===== src/rtl/dino_pkg.sv =====
// Shared constants and state encoding for the dinosaur player-motion stage.
// The display controller imports the same ground/sprite geometry, so both blocks agree on where the ground is.
// Contents: dino_state_t (RUN/RISE/FALL), GROUND_LINE, DINO_W, DINO_H, GROUND_Y.
package dino_pkg;

  typedef enum logic [1:0] {
    ST_RUN  = 2'd0,
    ST_RISE = 2'd1,
    ST_FALL = 2'd2
  } dino_state_t;

  localparam int GROUND_LINE = 335;
  localparam int DINO_W      = 60;
  localparam int DINO_H      = 60;
  // Sprite top row when the dinosaur stands on the ground line.
  localparam int GROUND_Y    = GROUND_LINE - DINO_H;

endpackage


===== src/rtl/dino_jump_ctrl_sync_edge.sv =====
// Two-flop synchronizer followed by a rising-edge detector.
// Latency: pulse is high for one clk cycle, combinationally after the 2nd capturing edge.
// Ports: clk, reset_n (async active-low), d (async level in), pulse (one-cycle rising-edge strobe).
module sync_edge (
  input  logic clk,
  input  logic reset_n,
  input  logic d,
  output logic pulse
);

  logic meta;
  logic sync;
  logic prev;

  always_ff @(posedge clk or negedge reset_n) begin
    if (!reset_n) begin
      meta <= 1'b0;
      sync <= 1'b0;
      prev <= 1'b0;
    end else begin
      meta <= d;
      sync <= meta;
      prev <= sync;
    end
  end

  assign pulse = sync & ~prev;

endmodule


===== src/rtl/dino_jump_ctrl.sv =====
// Player-motion stage: turns up/down buttons into the dinosaur sprite position, one physics step per frame.
// Latency: dino_y/airborne update on the 3rd clk edge after screenEnd is first sampled high.
// Ports: clk, reset_n, screenEnd, up, down, game_on, game_over in; dino_x, dino_y, airborne out.
// Optional feature macro DINO_FAST_FALL_EN: holding down while airborne doubles gravity.
module dino_jump_ctrl #(
  parameter int DINO_X   = 50,
  parameter int GROUND_Y = dino_pkg::GROUND_Y,
  parameter int JUMP_V   = 12,
  parameter int GRAVITY  = 1,
  parameter int CEIL_Y   = 0
) (
  input  logic        clk,
  input  logic        reset_n,
  input  logic        screenEnd,
  input  logic        up,
  input  logic        down,
  input  logic        game_on,
  input  logic        game_over,
  output logic [31:0] dino_x,
  output logic [31:0] dino_y,
  output logic        airborne
);

  import dino_pkg::*;

  localparam logic signed [10:0] GROUND_Y_S = 11'(GROUND_Y);
  localparam logic signed [10:0] CEIL_Y_S   = 11'(CEIL_Y);
  localparam logic signed [7:0]  JUMP_V_S   = 8'(JUMP_V);
  localparam logic signed [7:0]  GRAV_S     = 8'(GRAVITY);

  logic frame_tick;
  logic up_pulse;
  logic active;

  dino_state_t        state;
  logic signed [10:0] y_q;
  logic signed [7:0]  vel_q;
  logic               req;
  logic               airborne_q;

  logic signed [7:0]  grav;
  logic signed [10:0] y_nxt;
  logic signed [7:0]  vel_nxt;

  sync_edge u_frame_sync (
    .clk     (clk),
    .reset_n (reset_n),
    .d       (screenEnd),
    .pulse   (frame_tick)
  );

  sync_edge u_up_sync (
    .clk     (clk),
    .reset_n (reset_n),
    .d       (up),
    .pulse   (up_pulse)
  );

`ifdef DINO_FAST_FALL_EN
  localparam logic signed [7:0] GRAV2_S = 8'(2 * GRAVITY);

  logic down_meta;
  logic down_sync;

  always_ff @(posedge clk or negedge reset_n) begin
    if (!reset_n) begin
      down_meta <= 1'b0;
      down_sync <= 1'b0;
    end else begin
      down_meta <= down;
      down_sync <= down_meta;
    end
  end

  assign grav = (down_sync && (state != ST_RUN)) ? GRAV2_S : GRAV_S;
`else
  logic unused_down;
  assign unused_down = down;
  assign grav        = GRAV_S;
`endif

  assign active = game_on & ~game_over;

  // Velocity is sign-extended so a falling (negative) velocity moves y downward.
  assign y_nxt   = y_q - {{3{vel_q[7]}}, vel_q};
  assign vel_nxt = vel_q - grav;

  always_ff @(posedge clk or negedge reset_n) begin
    if (!reset_n) begin
      state      <= ST_RUN;
      y_q        <= GROUND_Y_S;
      vel_q      <= '0;
      req        <= 1'b0;
      airborne_q <= 1'b0;
    end else if (active && frame_tick) begin
      unique case (state)
        ST_RUN: begin
          // Take-off only sets velocity; the first displacement happens on the next tick.
          if (req || up_pulse) begin
            vel_q      <= JUMP_V_S;
            state      <= ST_RISE;
            airborne_q <= 1'b1;
            req        <= 1'b0;
          end
        end
        default: begin
          if (y_nxt >= GROUND_Y_S) begin
            y_q        <= GROUND_Y_S;
            vel_q      <= '0;
            state      <= ST_RUN;
            airborne_q <= 1'b0;
          end else begin
            y_q        <= (y_nxt < CEIL_Y_S) ? CEIL_Y_S : y_nxt;
            vel_q      <= vel_nxt;
            state      <= (vel_nxt > 8'sd0) ? ST_RISE : ST_FALL;
            airborne_q <= 1'b1;
          end
        end
      endcase
    end else if (active && up_pulse && (state == ST_RUN)) begin
      // Press between frames is remembered until the next tick; presses while airborne are dropped.
      req <= 1'b1;
    end
  end

  logic unused_y_msb;
  assign unused_y_msb = y_q[10];

  assign dino_x   = 32'(DINO_X);
  assign dino_y   = {22'd0, y_q[9:0]};
  assign airborne = airborne_q;

endmodule


===== config.mk =====
export PLATFORM = sky130hd
export DESIGN_NAME = dino_jump_ctrl
export DESIGN_NICKNAME = d
export VERILOG_FILES = /design/src/rtl/dino_pkg.sv /design/src/rtl/dino_jump_ctrl_sync_edge.sv /design/src/rtl/dino_jump_ctrl.sv
export SDC_FILE = /design/constraint.sdc
export NUM_CORES = 1
export LEC_CHECK = 0
export BUFFER_PORTS_ARGS = -buffer_cell sky130_fd_sc_hd__buf_2
export CORE_ASPECT_RATIO = 0.8
export CORE_UTILIZATION = 45
export DETAILED_ROUTE_END_ITERATION = 8
export PLACE_DENSITY_LB_ADDON = 0.12
export SLEW_MARGIN = 10
export SYNTH_ARGS = -nofsm -noshare
export SYNTH_HDL_FRONTEND = slang
export SYNTH_HIERARCHICAL = 1
export SYNTH_SLANG_ARGS = --single-unit

===== constraint.sdc =====
create_clock -name clk -period 3.15 [get_ports clk]
set_input_delay 0.1575 -clock clk [delete_from_list [all_inputs] [get_ports clk]]
set_output_delay 0.1575 -clock clk [all_outputs]
set_load 0.02 [all_outputs]

==> results of run 1 <==
==> final cells by class <==
| class | instances | share of cell area |
|---|---|---|
| inverters | 16 | 0.0270 |
| clock buffers | 4 | 0.0203 |
| flip-flops and latches | 28 | 0.318 |
| well taps | 60 | 0.0338 |
| multi-input cells | 196 | 0.548 |
| repair buffers | 20 | 0.0529 |
==> path summary, 6_finish.rpt <==
check                      slack [ns]                           to  cells past startpoint
setup / recovery                 0.22         vel_q[1]$_DFFE_PN0P_                     12
hold / removal                   0.20              req$_DFFE_PN0P_                      3
setup reg to reg                 0.22         vel_q[1]$_DFFE_PN0P_                     12
hold reg to reg                  0.36     u_up_sync/sync$_DFF_PN0_                      0
max in group asynchronous        2.30         state[1]$_DFFE_PN0P_                      2
min in group asynchronous        0.43  u_frame_sync/meta$_DFF_PN0_                      2
==> through the flow <==
| step | hold slack, ns | area [sq um] | util |
|---|---|---|---|
| after CTS | 0.213 | 2210 | 0.478 |
| after global routing | 0.204 | 2220 | 0.481 |
| after detailed placement | 0.217 | 2140 | 0.462 |
| after floorplan | -0.138 | 2390 | - |
| after global placement | 0.222 | 2140 | 0.462 |
| final | 0.203 | 2220 | 0.481 |
==> what timing repair did <==
action	CTS	global route
hold endpoints to repair	26	0
hold buffers	3	0
gates resized for setup	0	1
setup endpoints to repair	0	1
==> critical path, delay by kind of cell, from the launching register on <==
family	cells	cell delay, ns
compound gates	6	1.19
simple gates	1	0.19
xor+xnor	1	0.35
fa+ha+maj	2	0.56
flops	1	0.38
buf+inv	2	0.11
==> power by group through the flow <==
stage	clock (W)	sequential [W]	combinational, W
6_report	0.000206	0.000534	0.00103
5_1_grt	0.000227	0.000552	0.00115
2_1_floorplan	0	0.000564	0.000814
4_1_cts	0.000208	0.000536	0.00101
3_3_place_gp	0	0.000541	0.000994
3_5_place_dp	0	0.000543	0.000997
==> cell usage in the layout, fill, tap and decap left out, types with 4 or more instances in the layout <==
cell / count
dfstp_2: 4
xnor2_1: 6
dfrtp_1: 24
nor3_1: 5
nand3_1: 5
nand2_1: 12
o21ai_0: 10
ha_1: 12
xor2_1: 4
buf_2: 16
o22ai_1: 7
inv_1: 16
nor2_1: 16
conb_1: 54
a21oi_1: 15
==> metal layers <==
layer  wire, um  global-route usage  part of all wire
met1       2160               0.277              0.52
met2       1680               0.248              0.41
met3        255              0.0352             0.062
met4         37              0.0379            0.0089
met5          0                   0                 0
==> logic make-up after synthesis <==
logic type / after synthesis / share of synthesized area
buffers and inverters: 72 / 0.216
and+or+nand+nor: 59 / 0.149
DFF: 28 / 0.322
adders and majority gates: 13 / 0.0776
xor gates and xnor gates: 10 / 0.0399
muxes: 1 / 0.00513
other: 2 / 0.00342
AOI/OAI and AO/OA: 59 / 0.187
==> reports/results.txt, run 1 <==
Outcome - completed
Kind of end point of the critical path - register
TNS Setup - 0 ns
Arrival time at the worst endpoint - 3.07 ns
Insertion delay to the later sink of the worst-skew pair - 0.27 ns
Internal power component - 0.000931 W
Hpwl dp - 3.18 mm
Final number of hold-violating endpoints - 0
Final setup violating endpoints - 0
Part of the power in combinational logic - 0.583
Cell at the root of the clock tree - clkbuf_8
Static Leakage - 1.09 nW
Crit path launch type - register
EDFF count, synth - 0
Largest voltage drop on the vdd net - 0.363 mV
Fraction of registers with async set or reset after synthesis - 1.00
Filler cells - 490
Launch point of the worst reg-to-reg path - y_q[0]$_DFFE_PN1P_
Total vias in the final route - 1599
Placeable Area - 4620 sq um
Shortest clock period the worst path allows after layout - 2.93 ns
Vias per Instance - 4.94
Share of cells above drive strength 1 - 0.140
Clock share of power - 0.116
Longest individual stage delay on the worst path - 0.40 ns
Largest net degree at the start of global routing - 29
Horizontal extent of the die - 80.1 um
Least-Margin Pin Slew - 0.643 ns
Number of max-slew violations in the final report - 0
Number of cells produced by synthesis - 244
Slowest-stage cell, CP - fa_1
Clock Sinks - 28
Most instantiated library cell after synthesis - buf_4
Slew Limit Headroom - 0.571
Number of primary I/O pins - 72
Yosys reg bits - 28
DRT Pass-1 Iters - 4
Count of routing violations after the opening detailed-route iteration - 80
Final ANT Viol Nets - 0
Post-CTS Setup Inserts - 0
TritonCTS clock tree - done
Number of diodes added for antenna fixing - 0
Post-layout total power - 0.00177 W
Register Area - 706 sq um
Max frequency - 0.342 GHz
Max Clock Skew - 0.00266 ns
Mean routed wirelength per cell - 12.8 um
Number of flip-flops under the largest register name - 10
Yosys cell types - 52
# Max-Cap Violations - 0
Yosys top cell by area - dfrtp_1
Remaining global-route overflow - 0
Clock transition at the registers of the reported paths - 0.10 ns
Largest registers ranked by flip-flop count - y_q (10), vel_q (8), state (2)
Power per cell area - 798 nW/um^2
Reg with most FFs - y_q
DP Worst Slack - 0.286 ns
HP Class - primary input to register
Crit path cell chain - inv_1 > ha_1 > inv_1 > fa_1 > a21oi_1 > o22ai_1 > o21ai_0 > a21oi_1 > xnor2_1 > nand2_1 > o21ai_2 > o22ai_1
Maximum fanout encountered on the critical timing path - 6
Critical path startpoint - y_q[0]$_DFFE_PN1P_
Post-synthesis area per instance - 8.99 sq um
Share of total power consumed by net switching - 0.475
Final clock period utilization by the worst path - 0.929
Warning count from the yosys run - 6
DIE AREA - 5160 sq um
Share of the synthesized area in the top cell type - 0.274
Wire length of the first global-routing pass - 6.93 mm
Required time reported for the critical path endpoint - 3.29 ns
Post-route insts no fill - 324
Number of port buffers - 16
Setup WS post-layout - 0.224 ns
GRT Resource Usage Total - 0.177
Setup repair after global routing missed its margin - true
Post-synthesis instance area - 2190 sq um
Combined area of the multi-input logic cells - 1220 sq um
Net switching power of the design - 0.000842 W
Number of antenna violations at the first check in global routing - 0
Sequential fraction of the synthesis area - 0.322
Largest cells by area after synthesis - dfrtp_1 27%, buf_4 18%, ha_1 6.8%
Remaining DRCs - 0
Power share of the sequential group - 0.301
RePlAce Congestion - 0.834
Inserted Clock Buffers - 3
Max H-tree Level - 1
Number of global-route vias before repair - 1397
Fin nets - 285
Syn-to-layout area delta - 1.31%
Total length of routed wires - 4.14 mm
Top FF cell, synth - dfrtp_1
Die Y-Extent - 64.4 um
Starting Density - 0.474
Top cell types by occurrence after synthesis - 54 x buf_4, 24 x dfrtp_1, 16 x inv_1, 16 x nor2_1, 15 x a21oi_1
Placed insts - 317
Maximum buffer depth of the clock tree - 2
Worst setup path category - register to register
Placement Rows - 22
Hold_sp - game_over
(Power assumes the default switching activity.)
==> inputs of run 2 (changes only) <==
- GPL_TIMING_DRIVEN: unset -> 0
==> reports/results.txt, run 2 (same netlist as run 1, synthesis figures left out) <==
Clock transition at the registers of the reported paths - 0.09 ns (about the same)
Total length of routed wires - 4.26 mm (+2.9%)
Final clock period utilization by the worst path - 0.899 (-0.0294)
Crit path launch type - register
Global-route track usage on met1 - 0.275 (-0.00212)
Total vias in the final route - 1737 (+8.6%)
Syn-to-layout area delta - 19.9%
Number of cells on the worst reg-to-reg path - 12 (unchanged)
TNS Setup - 0 ns (unchanged)
Clock Sinks - 28 (unchanged)
Crit path cell chain - inv_1 > ha_1 > inv_1 > fa_1 > a21oi_1 > o22ai_1 > o21ai_0 > a21oi_1 > xnor2_1 > nand2_1 > o21ai_2 > o22ai_1
Largest registers ranked by flip-flop count - y_q (10), vel_q (8), state (2)
Worst Hold Depth - 3 (unchanged)
Reg with most FFs - y_q
Max H-tree Level - 1 (unchanged)
Placement Rows - 22 (unchanged)
Starting Density - 0.474 (unchanged)
Fin nets - 340 (+19%)
Inserted Clock Buffers - 3 (unchanged)
Outcome - completed
DP Worst Slack - 0.357 ns (+0.0711 ns)
Number of diodes added for antenna fixing - 0 (unchanged)
Number of antenna violations at the first check in global routing - 0 (unchanged)
Horizontal extent of the die - 80.1 um (unchanged)
Global routing usage on met3 - 0.0338 (-0.00141)
Register-to-register path setup slack - 0.32 ns (+0.09 ns)
Setup WS post-layout - 0.317 ns (+0.0927 ns)
Mean routed wirelength per cell - 11.2 um (-12%)
Net switching power of the design - 0.000839 W (-0.46%)
Hpwl dp - 3.33 mm (+4.7%)
Power per cell area - 695 nW/um^2 (-13%)
Insertion delay to the later sink of the worst-skew pair - 0.27 ns (about the same)
Remaining global-route overflow - 0 (unchanged)
Grt met2 use - 0.259 (+0.0107)
Shortest clock period the worst path allows after layout - 2.83 ns (-0.0927 ns)
Post-route insts no fill - 379 (+17%)
Number of max-slew violations in the final report - 0 (unchanged)
Maximum fanout encountered on the critical timing path - 6 (unchanged)
Count of routing violations after the opening detailed-route iteration - 74 (-7.5%)
Arrival time at the worst endpoint - 2.97 ns (-0.10 ns)
Power share of the sequential group - 0.294 (-0.007)
Largest voltage drop on the vdd net - 0.460 mV (+27%)
DIE AREA - 5160 sq um (unchanged)
Number of flip-flops under the largest register name - 10 (unchanged)
Final number of hold-violating endpoints - 0 (unchanged)
Max Clock Skew - 0.00233 ns (-0.000329 ns)
Static Leakage - 1.38 nW (+27%)
Hold worst-path end - req$_DFFE_PN0P_
Die Y-Extent - 64.4 um (unchanged)
Wire length of the first global-routing pass - 7.15 mm (+3.2%)
CTS-repair resized insts - 0 (unchanged)
Highest-count cells in the layout ignoring fill and taps - 54 x buf_4, 54 x conb_1, 24 x dfrtp_1, 17 x buf_2
Placed insts - 372 (+17%)
Maximum buffer depth of the clock tree - 2 (unchanged)
Max frequency - 0.353 GHz (+3.3%)
Tightest hold margin - 0.200 ns (-0.00396 ns)
Cell at the root of the clock tree - clkbuf_8
Worst Path Buf+Inv - 2 (unchanged)
Least-Margin Pin Slew - 0.720 ns (+0.0768 ns)
Slew Limit Headroom - 0.515 (-0.0563)
Post-CTS Setup Inserts - 0 (unchanged)
TritonCTS clock tree - done
Number of primary I/O pins - 72 (unchanged)
Largest net degree at the start of global routing - 29 (unchanged)
Number of global-route vias before repair - 1472 (+5.4%)
GRT Resource Usage Total - 0.177 (-0.000267)
Kind of end point of the critical path - register
Number of port buffers - 16 (unchanged)
Share of total power consumed by net switching - 0.459 (-0.0162)
Capturing point of the worst reg2reg path - vel_q[1]$_DFFE_PN0P_
Final setup violating endpoints - 0 (unchanged)
Longest individual stage delay on the worst path - 0.40 ns (about the same)
# Max-Cap Violations - 0 (unchanged)
Worst setup path category - register to register
Required time reported for the critical path endpoint - 3.29 ns (about the same)
Setup repair after global routing missed its margin - false
Layer with the highest usage - met1
Hold_sp - game_over
Remaining DRCs - 0 (unchanged)
HP Class - primary input to register
RePlAce Congestion - 0.838 (+0.50%)
DRT Pass-1 Iters - 4 (unchanged)
Cell family with the largest share of critical-path delay - compound AO/OA/AOI/OAI gates
Area of placed instances - 2540 sq um (+19%)
Hold-fix buffers at CTS - 3 (unchanged)
Clock share of power - 0.121 (+0.005)
Part of the power in combinational logic - 0.585 (+0.002)
Share of cells above drive strength 1 - 0.288 (+0.148)
Final design area excluding fillers - 2630 sq um (+18%)
Placeable Area - 4620 sq um (unchanged)
Vias per Instance - 4.58 (-7.1%)
Slowest-stage cell, CP - fa_1
Launch point of the worst reg-to-reg path - y_q[0]$_DFFE_PN1P_
Final ANT Viol Nets - 0 (unchanged)
Internal power component - 0.000989 W (+6.2%)
run 2: layout make-up:
class	instances	area, sq um
clock buffer	4	55.1
inverter	16	60.1
multi-input combinational	196	1210
sequential	28	706
timing repair buffer	19	110
buffer	56	414
tap	60	75.1
fill	458	2000
run 2: worst register-to-register path, stage by stage (launching register included):
cell and delay (ns):
dfstp_2 0.38, inv_1 0.06, ha_1 0.17, inv_1 0.05, fa_1 0.41, a21oi_1 0.23
o22ai_1 0.18, o21ai_0 0.21, a21oi_1 0.11, xnor2_1 0.28, nand2_1 0.16, o21ai_2 0.31
o22ai_1 0.15
run 2: metal layers:
layer | part of all wire | up-vias | wire length [um]
met5 | 0 | - | 0
met4 | 0.0023 | 0 | 10
met3 | 0.062 | 2 | 263
met2 | 0.43 | 61 | 1820
met1 | 0.51 | 781 | 2160
li1 | - | 893 | -
run 2: how the worst max path moves through the flow:
stage	from	to	slack, ns	cells past startpoint
3_5_place_dp	y_q[0]$_DFFE_PN1P_	vel_q[1]$_DFFE_PN0P_	0.36	12
4_1_cts	y_q[0]$_DFFE_PN1P_	vel_q[1]$_DFFE_PN0P_	0.33	12
3_3_place_gp	y_q[0]$_DFFE_PN1P_	vel_q[1]$_DFFE_PN0P_	0.37	12
6_report	y_q[0]$_DFFE_PN1P_	vel_q[1]$_DFFE_PN0P_	0.32	12
2_1_floorplan	y_q[0]$_DFFE_PN1P_	y_q[7]$_DFFE_PN0P_	0.67	12
5_1_grt	y_q[0]$_DFFE_PN1P_	vel_q[1]$_DFFE_PN0P_	0.01	12
run 2: through the flow:
stage	total power, W	utilization
6_report	0.00183	0.568
5_1_grt	0.00199	0.568
4_1_cts	0.00183	0.568
3_5_place_dp	0.00159	0.550
3_3_place_gp	0.00158	0.550
2_1_floorplan	0.00138	-
run 2: power by group through the flow:
stage	registers, W	clock network (W)	logic [W]
floorplan	0.000564	0	0.000814
global placement	0.000542	0	0.00103
detailed placement	0.000543	0	0.00105
CTS	0.000537	0.000234	0.00106
global route	0.000553	0.000247	0.00119
finish	0.000538	0.000220	0.00107
==> inputs of run 3 (changes only) <==
- ABC_AREA: unset -> 1
- MAX_ROUTING_LAYER: unset -> met4
==> reports/results.txt, run 3 <==
Placement Rows - 23 (+4.5%)
Maximum buffer depth of the clock tree - 2 (unchanged)
Hpwl dp - 3.72 mm (+12%)
Fin nets - 429 (+26%)
Number of antenna violations at the first check in global routing - 0 (unchanged)
Wire length of the first global-routing pass - 7.53 mm (+5.4%)
Number of cells on the worst reg-to-reg path - 15 (+3)
Remaining global-route overflow - 0 (unchanged)
Number of diodes added for antenna fixing - 0 (unchanged)
Critical path startpoint - y_q[0]$_DFFE_PN1P_
Slew Limit Headroom - 0.570 (+0.0554)
Mean routed wirelength per cell - 10.0 um (-11%)
Part of the power in combinational logic - 0.702 (+0.117)
Outcome - completed
Sequential fraction of the synthesis area - 0.300 (-0.0214)
Number of primary I/O pins - 72 (unchanged)
Horizontal extent of the die - 82.8 um (+3.4%)
DRT Pass-1 Iters - 6 (+2)
Placeable Area - 5010 sq um (+8.3%)
Final setup violating endpoints - 0 (unchanged)
Post-synthesis area per instance - 7.06 sq um (-22%)
Share of the synthesized area in the top cell type - 0.256 (-0.0182)
TNS Setup - 0 ns (unchanged)
Internal power component - 0.00139 W (+40%)
Number of cells produced by synthesis - 333 (+36%)
Final clock period utilization by the worst path - 0.807 (-0.0921)
EDFF count, synth - 0 (unchanged)
Total length of routed wires - 4.70 mm (+10%)
Largest voltage drop on the vdd net - 0.471 mV (+2.3%)
Kind of end point of the critical path - register
RePlAce Congestion - 0.899 (+7.2%)
Post-synthesis instance area - 2350 sq um (+7.1%)
Filler cells - 497 (+8.5%)
Net switching power of the design - 0.00159 W (+90%)
Count of routing violations after the opening detailed-route iteration - 132 (+78%)
Number of max-slew violations in the final report - 0 (unchanged)
CTS-repair resized insts - 0 (unchanged)
Total vias in the final route - 1963 (+13%)
Starting Density - 0.469 (-0.00503)
Max H-tree Level - 1 (unchanged)
Final ANT Viol Nets - 0 (unchanged)
Number of global-route vias before repair - 1636 (+11%)
DIE AREA - 5520 sq um (+6.9%)
Shortest clock period the worst path allows after layout - 2.54 ns (-0.290 ns)
Capturing point of the worst reg2reg path - y_q[6]$_DFFE_PN0P_
Yosys cell types - 28 (-46%)
Yosys reg bits - 28 (unchanged)
Static Leakage - 1.73 nW (+25%)
Critical Path End - y_q[6]$_DFFE_PN0P_
Largest registers ranked by flip-flop count - y_q (10), vel_q (8), state (2)
GRT Resource Usage Total - 0.190 (+0.0128)
Setup repair after global routing missed its margin - false
Yosys top cell by area - dfrtp_1
DP Worst Slack - 0.631 ns (+0.274 ns)
Top cell types by occurrence after synthesis - 92 x nand2_1, 54 x buf_4, 47 x inv_1
Maximum fanout encountered on the critical timing path - 7 (+1)
Most instantiated library cell after synthesis - nand2_1
Max Clock Skew - 0.00250 ns (+0.000172 ns)
Share of cells above drive strength 1 - 0.245 (-0.0433)
Clock share of power - 0.097 (-0.024)
Max frequency - 0.393 GHz (+11%)
Insertion delay to the later sink of the worst-skew pair - 0.28 ns (about the same)
Power per cell area - 1060 nW/um^2 (+53%)
Warning count from the yosys run - 6 (unchanged)
Combined area of the multi-input logic cells - 1240 sq um (+2.7%)
Power share of the sequential group - 0.201 (-0.093)
TritonCTS clock tree - done
Register-to-register path setup slack - 0.61 ns (+0.29 ns)
Reg with most FFs - y_q
Cell at the root of the clock tree - clkbuf_8
Top FF cell, synth - dfrtp_1
Register Area - 706 sq um (unchanged)
Worst setup path category - register to register
Largest cells by area after synthesis - dfrtp_1 26%, buf_4 17%, nand2_1 15%
Remaining DRCs - 0 (unchanged)
Crit path launch type - register
Least-Margin Pin Slew - 0.644 ns (-0.0755 ns)
Most common cell after layout, fill and taps aside - nand2_1
# Max-Cap Violations - 0 (unchanged)
Clock transition at the registers of the reported paths - 0.10 ns (about the same)
Launch point of the worst reg-to-reg path - y_q[0]$_DFFE_PN1P_
Clock Sinks - 28 (unchanged)
Syn-to-layout area delta - 19.3%
Number of port buffers - 16 (unchanged)
Required time reported for the critical path endpoint - 3.37 ns (+0.08 ns)
HP Class - primary input to register
Largest net degree at the start of global routing - 29 (unchanged)
Setup WS post-layout - 0.607 ns (+0.290 ns)
Final number of hold-violating endpoints - 0 (unchanged)
Highest-count cells in the layout ignoring fill and taps - 92 x nand2_1, 54 x buf_4, 54 x conb_1, 47 x inv_1, 26 x nand3_1
Number of flip-flops under the largest register name - 10 (unchanged)
Vias per Instance - 4.18 (-8.9%)
Arrival time at the worst endpoint - 2.77 ns (-0.20 ns)
Die Y-Extent - 66.6 um (+3.4%)
Inserted Clock Buffers - 3 (unchanged)
Fraction of registers with async set or reset after synthesis - 1.00 (unchanged)
Share of total power consumed by net switching - 0.535 (+0.0758)
[run 3: what timing repair did]
item / 4_1_cts / 5_1_grt
hold buffers: 3 / 0
buffers inserted: 0 / 0
endpoints found under the hold margin: 26 / 0
[run 3: metal layers]
metal / share of wire / up-vias / global-route usage
li1: - / 1071 / -
met1: 0.50 / 825 / 0.270
met2: 0.43 / 67 / 0.285
met3: 0.065 / 0 / 0.0329
met4: 0 / 0 / 0.0302
met5: 0 / - / -
[run 3: cells by family after synthesis]
group / after synthesis / share of synthesized area
AOI/OAI and AO/OA: 19 / 0.0415
xor gates and xnor gates: 6 / 0.0224
adders and majority gates: 13 / 0.0724
buffers and inverters: 105 / 0.255
DFF: 28 / 0.300
other: 2 / 0.00320
and+or+nand+nor: 160 / 0.306
[run 3: metrics by stage]
step / cells / hold slack (ns) / power, W / area [sq um] / utilization
floorplan: 385 / -0.138 / 0.00228 / 2540 / -
global placement: 463 / 0.229 / 0.00264 / 2700 / 0.540
detailed placement: 463 / 0.234 / 0.00268 / 2700 / 0.540
CTS: 470 / 0.285 / 0.00298 / 2800 / 0.560
global route: 470 / 0.322 / 0.00332 / 2800 / 0.560
finish: 470 / 0.273 / 0.00298 / 2800 / 0.560
[run 3: cell type report]
| cell class | count | area share |
|---|---|---|
| Buffer | 55 | 0.146 |
| Clock buffer | 3 | 0.0147 |
| Clock inverter | 1 | 0.0107 |
| Inverter | 50 | 0.0669 |
| Multi-Input combinational cell | 252 | 0.443 |
| Sequential cell | 28 | 0.252 |
| Tap cell | 62 | 0.0277 |
| Timing Repair Buffer | 19 | 0.0393 |
[run 3: critical path, stage by stage (launching register included)]
cell and delay [ns]:
dfstp_2 0.55, inv_1 0.05, ha_1 0.18, inv_1 0.14, fa_1 0.45, inv_1 0.08, nor2_1 0.04, a21oi_1 0.12
nand3_1 0.10, nand2_1 0.08, nand3_1 0.08, nand2_2 0.08, nand3_4 0.14, nor2_4 0.19, nand3_1 0.13, nand2_1 0.08
[run 3: worst min-delay path by stage]
stage                     cells after the start      start                   end
after global placement                        1    reset_n  vel_q[6]$_DFFE_PN0P_
after CTS                                     5    game_on       req$_DFFE_PN0P_
after floorplan                               0    reset_n  airborne$_DFFE_PN0P_
after detailed placement                      1    reset_n  vel_q[6]$_DFFE_PN0P_
after global routing                          5    game_on       req$_DFFE_PN0P_
final                                         6  game_over       req$_DFFE_PN0P_
[run 3: power by group through the flow]
stage,clock (W),combinational (W),sequential (W)
2_1_floorplan,0,0.00162,0.000662
3_5_place_dp,0,0.00207,0.000605
5_1_grt,0.000316,0.00239,0.000618
6_report,0.000290,0.00209,0.000599
3_3_place_gp,0,0.00204,0.000605
4_1_cts,0.000299,0.00208,0.000599
